## src/rtl/nonpivot_cover_checker_line_match.sv

```systemverilog
// npc_line_match: does one pivot slot cover a fault? Rows use shared_i to
// ignore the bank (cross-bank spare); columns tie shared_i low.
module npc_line_match #(
  parameter int ADDR_W = 10,
  parameter int BNK_W  = 2
) (
  input  logic [ADDR_W-1:0] addr_i,
  input  logic [BNK_W-1:0]  bnk_i,
  input  logic              en_i,
  input  logic              shared_i,
  input  logic [ADDR_W-1:0] flt_addr_i,
  input  logic [BNK_W-1:0]  flt_bnk_i,
  output logic              hit_o
);

  assign hit_o = en_i && (addr_i == flt_addr_i) && (shared_i || (bnk_i == flt_bnk_i));

endmodule

```

## config.mk

```make
export PLATFORM = sky130hd
export DESIGN_NAME = npc_line_match
export DESIGN_NICKNAME = d
export VERILOG_FILES = /design/src/rtl/nonpivot_cover_checker_line_match.sv
export SDC_FILE = /design/constraint.sdc
export NUM_CORES = 1
export LEC_CHECK = 0
export CAP_MARGIN = 20
export CORE_AREA = 3 3 40 42
export DETAILED_ROUTE_END_ITERATION = 6
export DIE_AREA = 0 0 43 45
export SYNTH_ARGS = -nofsm -noshare
export SYNTH_HDL_FRONTEND = slang
export SYNTH_SLANG_ARGS = --single-unit
```

## constraint.sdc

```tcl
create_clock -name vclk -period 0.8
set_input_delay 0.16 -clock vclk [all_inputs]
set_output_delay 0.16 -clock vclk [all_outputs]
set_load 0.05 [all_outputs]
```

==> results.cfg <==
[sta]
final-hold-violation-count = 0
slew_viol_final = 0
holdWs_ns = 0.788
setup_violations = 1
final.setup.worst_slack_ns = -0.480
finalCriticalPeriod_ns = 1.28
finalCritPeriodShare_pct = 160
worst_pin_slew_ns = 0.256
rsz0062_at_grt = true
fmax_mhz = 781
slew-limit-headroom_pct = 82.8

[drt]
drc_errors = 0
wl_um = 564
drt_first_pass_iters = 1
vias = 218
wl_per_cell_um = 9.56
viasPerCell = 3.69
postRouteAntennaNets = 0
drt_iter0_drc = 0

[logic_synthesis]
synth_area_leaders = xnor2_1, nand4_1, nor4_1
synthDistinctLibCells = 5
synth.yosys.seq_area_share_pct = 0
synthAdderAreaFrac_pct = 0
yosys_warnings = 0
synthSimpleGateAreaFrac_pct = 17.8
synth.area.mux_share_pct = 0
synth_compound_area_share_pct = 3.74
syn_area_um2 = 134
synthCells = 17
syn_nets = 43
syn_area_per_cell_um2 = 7.88
synth_top_cell_by_area = xnor2_1
synth_xor_area_share_pct = 78.5
synth_top_area_share_pct = 78.5
synth_top_family_by_area = XOR/XNOR gates

[placement]
port_buffers = 27
gp_congestion = 0.543
dp.final_hpwl_um = 519
placedCellCount = 59

[pwr]
p_leak_nw = 0.186
ir_drop_v = 0.000112
pwr_density_cell_mw_per_mm2 = 432

[cells_and_area]
seqCellArea_um2 = 0
drive_gt1_share_pct = 31.8
layoutNonFillerInstCount = 59
num-clock-buffers = 0
design.seq.count = 0
antenna_cells = 0
layout_commonest_cell = clkdlybuf4s15_1
finish.utilization_pct = 35.8
fillCellCount = 146
area_growth_syn_to_layout_pct = 244
layout_common_cells = clkdlybuf4s15_1, xnor2_1, buf_6
nNetsFinal = 72

[die]
io_pins = 27
dieArea_mm2 = 0.00194
die_h_um = 45
core_area_mm2 = 0.00128
start_util_pct = 10.4
num_rows = 13
die_w_um = 43

[hold_path]
hold_class = in -> out

[worst_setup_path]
worstSetupEndpoint = hit_o
cp_max_fo = 1
worstSetupPathType = in -> out
worstSetupStartpoint = flt_addr_i[2]
required_ns = 0.64
cp.arrival_ns = 1.12
start_kind = primary input
end_kind = output port

[status]
status = complete, but fails checks
violations = negative setup slack

[global_route]
overflow = 0
antenna_found_initial = 0
track_usage_pct = 5.31
grt_pass1_wl_um = 807
grt_max_degree = 2
grt_pass1_vias = 207

[job]
maxCapViolCount = 0

[clock_network]
cts_setup_buffers = 0
cells by family (layout without fill, tap and decap cells):
family,after synthesis,after routing
xor+xnor,12,12
buf+inv,0,27
simple gates,4,4
compound gates,1,1
Yosys cell counts (all sizes together):
cell type	count
a21oi	1
nand3	1
nand4	2
nor4	1
xnor2	12
worst min path at each step:
stage                       start  endpoint  slack (ns)  cells past startpoint
detailed placement           en_i     hit_o        1.06                      4
floorplan                    en_i     hit_o        0.51                      2
finish              flt_addr_i[5]     hit_o        0.79                      5
CTS                     addr_i[8]     hit_o        0.80                      5
global route            addr_i[8]     hit_o        0.82                      5
global placement             en_i     hit_o        1.03                      4
layout make-up:
class | count | area, µm² | share of cell area, %
timing repair buffer | 27 | 267 | 57.9
multi-input combinational | 17 | 175 | 38.0
tap | 15 | 18.8 | 4.08
power breakdown:
| group | switching [mW] | internal [mW] | total (mW) | leakage, nW |
|---|---|---|---|---|
| Combinational | 0.0625 | 0.136 | 0.199 | 0.186 |
| Clock | 0 | 0 | 0 | 0 |
| Sequential | 0 | 0 | 0 | 0 |
routing by layer:
metal  up-vias  track usage (%)  wire [µm]
met4         0                0          0
met3         0                0         63
met1        91             5.48        179
met5         -                0          0
li1        113                -          -
met2        14             12.3        321
repair_timing:
| action | in CTS | in global routing |
|---|---|---|
| gates resized for setup | 59 | 7 |
| cloned | 0 | 0 |
| pin swaps | 17 | 8 |
| hold buffers | 0 | 0 |
| endpoints found under the setup margin | 1 | 1 |
critical path: stages:
cell and delay [ns]:
buf_6 0.09, xnor2_2 0.14, nand4_1 0.18, nor4_4 0.36, buf_12 0.18
per-stage QoR:
step                      area [µm²]  TNS, ns  power (mW)  setup slack (ns)
final                            460   -0.480       0.199            -0.480
after detailed placement         448   -0.773       0.211            -0.773
after global routing             460   -0.528       0.213            -0.528
after CTS                        435   -0.480       0.188            -0.480
after floorplan                  149   -0.455      0.0681            -0.455
after global placement           448   -0.763       0.208            -0.763
(Power assumes the default switching activity.)
